$ cat config.mk
export PLATFORM = sky130hd
export DESIGN_NAME = score_overlay
export DESIGN_NICKNAME = d
export VERILOG_FILES = /design/src/rtl/score_overlay.sv
export SDC_FILE = /design/constraint.sdc
export NUM_CORES = 1
export LEC_CHECK = 0
export CORE_UTILIZATION = 50
export DETAILED_ROUTE_END_ITERATION = 6
export GPL_TIMING_DRIVEN = 0
export PLACE_DENSITY = 0.76
export SLEW_MARGIN = 20
export SYNTH_ARGS = -nofsm -noshare
export SYNTH_HDL_FRONTEND = slang
export SYNTH_SLANG_ARGS = --single-unit
$ cat constraint.sdc
create_clock -name clk -period 4.7 [get_ports clk]
set_input_delay 0.94 -clock clk [delete_from_list [all_inputs] [get_ports clk]]
set_output_delay 0.94 -clock clk [all_outputs]
set_load 0.02 [all_outputs]
$ cat src/rtl/score_overlay.sv
// Score overlay: converts a binary score to BCD in the background and draws
// it as seven-segment style digits over the video stream.
module score_overlay #(
    parameter int unsigned DIGITS       = 4,
    parameter int unsigned SCORE_W      = 16,
    parameter int unsigned X0           = 50,
    parameter int unsigned Y0           = 139,
    parameter int unsigned PITCH        = 25,
    parameter int unsigned FLASH_FRAMES = 8,
    parameter int unsigned BLANK_LZ     = 0,
    parameter logic [11:0] FG           = 12'hFFF,
    parameter logic [11:0] BG           = 12'h000,
    parameter logic [11:0] FLASH_COLOUR = 12'h0FF
) (
    input  logic               clk,
    input  logic               reset,
    input  logic [SCORE_W-1:0] score,
    input  logic [9:0]         x,
    input  logic [9:0]         y,
    input  logic               frame_tick,
    output logic [11:0]        colour,
    output logic               in_overlay,
    output logic               busy,
    output logic               overflow
);

    localparam int unsigned NIB    = (SCORE_W + 2) / 3;
    localparam int unsigned BCD_W  = NIB * 4;
    localparam int unsigned PAD_N  = (NIB > DIGITS) ? NIB : DIGITS;
    localparam int unsigned PAD_W  = PAD_N * 4;
    localparam int unsigned DISP_W = DIGITS * 4;
    localparam int unsigned CNT_W  = 5;
    localparam int unsigned DIG_W  = 3;

    typedef enum logic [1:0] {IDLE, SHIFT, DONE} state_t;

    state_t             state_q, state_d;
    logic [SCORE_W-1:0] lat_q, lat_d, bin_q, bin_d, cmt_q, cmt_d;
    logic [BCD_W-1:0]   bcd_q, bcd_d, bcd_adj;
    logic [CNT_W-1:0]   cnt_q, cnt_d;
    logic [DISP_W-1:0]  disp_q, disp_d, bcd_low;
    logic [PAD_W-1:0]   bcd_pad;
    logic               hi_nz;
    logic               ovf_q, ovf_d, busy_q, busy_d;
    logic [7:0]         flash_q, flash_d;

    logic               hit_q, hit_d, in_y;
    logic [DIG_W-1:0]   dig_q, dig_d;
    logic [1:0]         col_q, col_d;
    logic [2:0]         row_q, row_d;
    logic [9:0]         dx, dy;
    logic [3:0]         cur_dig;
    logic               blank, zrun, lit;
    logic [2:0]         gbits;
    logic [11:0]        colour_q, colour_d;
    logic               in_ov_q, in_ov_d;

    // Glyph row lookup; bit 2 is the left column.
    function automatic logic [2:0] glyph(input logic [3:0] dig, input logic [2:0] row);
        logic [14:0] g;
        case (dig)
            4'd0:    g = {3'd7, 3'd5, 3'd5, 3'd5, 3'd7};
            4'd1:    g = {3'd1, 3'd1, 3'd1, 3'd1, 3'd1};
            4'd2:    g = {3'd7, 3'd1, 3'd7, 3'd4, 3'd7};
            4'd3:    g = {3'd7, 3'd1, 3'd7, 3'd1, 3'd7};
            4'd4:    g = {3'd5, 3'd5, 3'd7, 3'd1, 3'd1};
            4'd5:    g = {3'd7, 3'd4, 3'd7, 3'd1, 3'd7};
            4'd6:    g = {3'd7, 3'd4, 3'd7, 3'd5, 3'd7};
            4'd7:    g = {3'd7, 3'd1, 3'd1, 3'd1, 3'd1};
            4'd8:    g = {3'd7, 3'd5, 3'd7, 3'd5, 3'd7};
            4'd9:    g = {3'd7, 3'd5, 3'd7, 3'd1, 3'd7};
            default: g = 15'd0;
        endcase
        case (row)
            3'd0:    glyph = g[14:12];
            3'd1:    glyph = g[11:9];
            3'd2:    glyph = g[8:6];
            3'd3:    glyph = g[5:3];
            default: glyph = g[2:0];
        endcase
    endfunction

    // Double-dabble correction: add 3 to every nibble of 5 or more.
    always_comb begin
        bcd_adj = bcd_q;
        for (int i = 0; i < int'(NIB); i++) begin
            if (bcd_q[i*4 +: 4] >= 4'd5) bcd_adj[i*4 +: 4] = bcd_q[i*4 +: 4] + 4'd3;
        end
    end

    // Split the finished BCD into displayed digits and an out-of-range flag.
    always_comb begin
        bcd_pad = PAD_W'(bcd_q);
        hi_nz   = 1'b0;
        for (int i = int'(DIGITS); i < int'(PAD_N); i++) begin
            hi_nz = hi_nz | (bcd_pad[i*4 +: 4] != 4'd0);
        end
        bcd_low = bcd_pad[DISP_W-1:0];
    end

    // Conversion FSM, commit and flash counter.
    always_comb begin
        state_d = state_q;
        lat_d   = lat_q;
        bin_d   = bin_q;
        bcd_d   = bcd_q;
        cnt_d   = cnt_q;
        disp_d  = disp_q;
        ovf_d   = ovf_q;
        cmt_d   = cmt_q;
        flash_d = flash_q;
        if (frame_tick && (flash_q != 8'd0)) flash_d = flash_q - 8'd1;
        case (state_q)
            IDLE: begin
                if (score != lat_q) begin
                    lat_d   = score;
                    bin_d   = score;
                    bcd_d   = '0;
                    cnt_d   = '0;
                    state_d = SHIFT;
                end
            end
            SHIFT: begin
                bcd_d = {bcd_adj[BCD_W-2:0], bin_q[SCORE_W-1]};
                bin_d = {bin_q[SCORE_W-2:0], 1'b0};
                if (cnt_q == CNT_W'(SCORE_W - 1)) state_d = DONE;
                else                              cnt_d   = cnt_q + CNT_W'(1);
            end
            DONE: begin
                if (hi_nz) begin
                    disp_d = {DIGITS{4'd9}};
                    ovf_d  = 1'b1;
                end else begin
                    disp_d = bcd_low;
                    ovf_d  = 1'b0;
                end
                // A load beats a simultaneous frame tick.
                if (lat_q > cmt_q) flash_d = 8'(FLASH_FRAMES);
                cmt_d   = lat_q;
                state_d = IDLE;
            end
            default: state_d = IDLE;
        endcase
        busy_d = (state_d != IDLE);
    end

    // Stage 1: locate the pixel within a digit box.
    always_comb begin
        hit_d = 1'b0;
        dig_d = '0;
        dx    = '0;
        dy    = y - 10'(Y0);
        in_y  = (32'(y) >= Y0) && (32'(y) <= Y0 + 34);
        for (int d = 0; d < int'(DIGITS); d++) begin
            if (in_y && (32'(x) >= X0 + d * PITCH) && (32'(x) <= X0 + d * PITCH + 19)) begin
                hit_d = 1'b1;
                dig_d = DIG_W'(d);
                dx    = x - 10'(X0 + d * PITCH);
            end
        end
        col_d = (dx < 10'd5) ? 2'd0 : (dx < 10'd15) ? 2'd1 : 2'd2;
        row_d = (dy < 10'd5)  ? 3'd0 : (dy < 10'd15) ? 3'd1 :
                (dy < 10'd20) ? 3'd2 : (dy < 10'd30) ? 3'd3 : 3'd4;
    end

    // Stage 2: glyph lookup, leading-zero blanking and colour select.
    always_comb begin
        cur_dig = '0;
        blank   = 1'b0;
        zrun    = 1'b1;
        for (int d = 0; d < int'(DIGITS); d++) begin
            zrun = zrun & (disp_q[(int'(DIGITS) - 1 - d)*4 +: 4] == 4'd0);
            if (dig_q == DIG_W'(d)) begin
                cur_dig = disp_q[(int'(DIGITS) - 1 - d)*4 +: 4];
                blank   = (BLANK_LZ != 0) && (d != int'(DIGITS) - 1) && zrun;
            end
        end
        gbits = glyph(cur_dig, row_q);
        case (col_q)
            2'd0:    lit = gbits[2];
            2'd1:    lit = gbits[1];
            default: lit = gbits[0];
        endcase
        lit      = lit && hit_q && !blank;
        colour_d = !lit ? BG : (flash_q != 8'd0) ? FLASH_COLOUR : FG;
        in_ov_d  = hit_q;
    end

    // State registers with synchronous reset.
    always_ff @(posedge clk) begin
        if (reset) begin
            state_q  <= IDLE;
            lat_q    <= '0;
            bin_q    <= '0;
            cmt_q    <= '0;
            bcd_q    <= '0;
            cnt_q    <= '0;
            disp_q   <= '0;
            ovf_q    <= 1'b0;
            busy_q   <= 1'b0;
            flash_q  <= 8'd0;
            hit_q    <= 1'b0;
            dig_q    <= '0;
            col_q    <= '0;
            row_q    <= '0;
            colour_q <= 12'h000;
            in_ov_q  <= 1'b0;
        end else begin
            state_q  <= state_d;
            lat_q    <= lat_d;
            bin_q    <= bin_d;
            cmt_q    <= cmt_d;
            bcd_q    <= bcd_d;
            cnt_q    <= cnt_d;
            disp_q   <= disp_d;
            ovf_q    <= ovf_d;
            busy_q   <= busy_d;
            flash_q  <= flash_d;
            hit_q    <= hit_d;
            dig_q    <= dig_d;
            col_q    <= col_d;
            row_q    <= row_d;
            colour_q <= colour_d;
            in_ov_q  <= in_ov_d;
        end
    end

    assign colour     = colour_q;
    assign in_overlay = in_ov_q;
    assign busy       = busy_q;
    assign overflow   = ovf_q;

endmodule

==> metrics.cfg <==
[run_status]
status = finished, final reports clean

[synth]
synthArstFlopShare = 0
synth_edf_count = 0
synth.avg_cell_area_um2 = 8.02
synth_top_area_cell = dfxtp_1
ys_warn_count = 0
synth_seq_cells = 116
synthTopCellsByArea = dfxtp_1, ha_1, a21oi_1, nand2_1, xnor2_1
synth.cell_area_um2 = 6980
yosysSeqAreaShare = 0.333
synthCells = 871
synth_nets = 968
ys_types = 65
synth_ff_type = dfxtp_1
yosys.area.top_type_share = 0.333

[finish]
n_antenna_cell = 0
fin_area_um2 = 8290
fillCellCount = 1197
fin_util = 0.616
finish.cell_count_without_fillers = 1128
layout.nets = 1038
area_growth_pct = 18.8
drive_gt1_frac = 0.0704

[clock_tree]
numCtsBuffers = 17
cts_tree = done
post_cts.repair.setup_buffers = 0
clk_latency_ns = 0.41
root_buffer = clkbuf_16
cts_resized = 0
hold_buffers = 0
numClockSinks = 116
cts.htree.levels = 4
cts.reportedPaths.clkPinSlew_ns = 0.05
ctsLongestPathBuffers = 2

[routing]
vias = 6345
drc = 0
dr.pass1.iters = 6
drt_iter0_drc = 490
via_per_inst = 5.63
wl_per_cell_um = 14.5
ant_nets = 0
drt_wl_total_um = 16300

[flow_run]
drv_cap = 0

[placed_design]
post-place-ws_ns = 0.926
io_buffers = 51
dpl.cell_count = 1098
dp_hpwl_um = 11700
place_congestion = 0.880
dpl_cell_area_um2 = 7710

[sta]
tightestPinTransition_ns = 0.693
fin_crit_sh = 0.724
rsz0062_at_grt = false
min_period_ns = 3.40
slew_headroom = 0.538
hold_ws_ns = 0.452
final-setup-viol-count = 0
finalSetupTns_ns = 0
clock.fmax_mhz = 294
hold_violations = 0
setup_ws_ns = 1.30
final_max_slew_viol_count = 0
skew_ns = 0.00894

[floorplanning]
dieArea_um2 = 14400
num_io_pins = 54
die_w_um = 120
rows = 42
coreArea_um2 = 13500
die_y_um = 120
initial_core_util = 0.519

[grt]
antenna_found_initial = 0
globalRouteOverflowTotal = 0
grt_pass1_vias = 5723
grt_max_degree = 17
track_usage = 0.240
grt_pass1_wl_um = 27700

[critical_path]
crit_fanout = 8
cp.required_ns = 5.03
crit_path_start_kind = input pin
cp.arrival_ns = 3.73
crit_path_end_kind = flip-flop
criticalPathCategory = in2reg

[power_and_ir_drop]
total_power_mw = 2.76
pwr_density_cell_nw_per_um2 = 333
max-vdd-ir-drop_uv = 274
leakage_nw = 3.06

[min_path]
worst_hold_path_type = reg2reg

-- path summary, 6_finish.rpt --
kind,end,depth (start not counted),slack [ns],start
worst max-delay path,col_q[0],11,1.30,x[3]
worst min-delay path,cmt_q[10],2,0.45,cmt_q[10]
worst max register to register,lat_q[0],9,2.26,lat_q[1]
worst min register to register,cmt_q[10],2,0.45,cmt_q[10]
-- worst max-delay path, cell delays in order --
cell	delay (ns)
clkdlybuf4s50_1	0.50
clkbuf_1	0.32
inv_1	0.20
ha_1	0.26
a21bo_2	0.22
a31oi_1	0.05
o22ai_1	0.39
nand3_1	0.16
o221a_1	0.27
a31o_1	0.20
a211oi_2	0.20
-- cell usage after synthesis, drive strengths merged (11+ instances only) --
| cell type | count |
|---|---|
| nand3 | 32 |
| dfxtp | 116 |
| a211oi | 17 |
| ha | 58 |
| mux2i | 18 |
| xor2 | 12 |
| nor3 | 31 |
| a21oi | 96 |
| nand2 | 125 |
| nand2b | 18 |
| nand4 | 11 |
| buf | 21 |
| a31oi | 12 |
| nor2 | 58 |
| clkbuf | 35 |
| inv | 50 |
| o21ai | 29 |
| xnor2 | 28 |
-- metal layers --
layer | vias up | GRT usage | part of all wire | wire (um)
met2 | 197 | 0.370 | 0.43 | 7040
met5 | - | 0 | 0 | 0
met4 | 0 | 0.0688 | 0.015 | 239
met3 | 33 | 0.0513 | 0.062 | 1010
li1 | 3189 | - | - | -
met1 | 2926 | 0.335 | 0.49 | 8050
-- cell usage in the layout (no fill, tap or decap), types with 5 or more instances in the layout --
master           netlist  layout
a21o_1                 6       6
a211oi_1              16      16
buf_4                 10      10
xor2_1                12      12
inv_1                 50      50
nor3b_1                8       8
nand2_1              125     125
mux2i_1               18      18
clkbuf_1              35      39
clkbuf_16              0      17
nor2b_1                7       7
o2111ai_1              5       5
and3_1                 7       7
a31oi_1               12      12
o21ai_0               26      26
buf_2                  6       6
nand2b_1              18      18
mux2_2                 6       6
dfxtp_1              116     116
clkbuf_8               0       5
xnor2_1               28      28
nand3_1               32      32
nor2_1                58      58
a21oi_1               96      96
nor3_1                31      31
nor4_1                 7       7
ha_1                  58      58
clkdlybuf4s50_1        0      51
nand4_1               10      10
-- sequential cells by signal, indices dropped and copies added, names as in the netlist, 2 cells and up --
signal / count
cmt_q: 16
cnt_q: 5
lat_q: 16
bin_q: 16
col_q: 2
bcd_pad: 24
dig_q: 2
row_q: 3
disp_q: 16
state_q: 2
colour: 2
flash_q: 8
-- cells by family (layout without fill, tap and decap cells) --
family,Yosys count,count (layout),synth area share
AO/OA/AOI/OAI,200,200,0.175
XOR/XNOR,40,40,0.0502
adder cells (fa/ha/maj),58,58,0.104
buffers and inverters,106,187,0.0656
flip-flops,116,116,0.333
multiplexers,28,28,0.0484
AND/OR/NAND/NOR,323,323,0.224
-- power breakdown --
group          leakage (nW)  internal (mW)  switching [mW]
sequential            0.944           1.04          0.0488
combinational          1.83          0.182           0.218
clock                 0.286          0.842           0.427
-- final cells by class --
type | instances | area [um2] | area share
multi-input combinational | 649 | 4200 | 0.507
timing repair buffer | 51 | 510 | 0.0616
clock inverter | 4 | 70.1 | 0.00845
buffer | 56 | 270 | 0.0326
tap | 176 | 220 | 0.0266
clock buffer | 26 | 509 | 0.0614
inverter | 50 | 188 | 0.0226
sequential | 116 | 2320 | 0.280
Power figures use the tool's default switching activity.
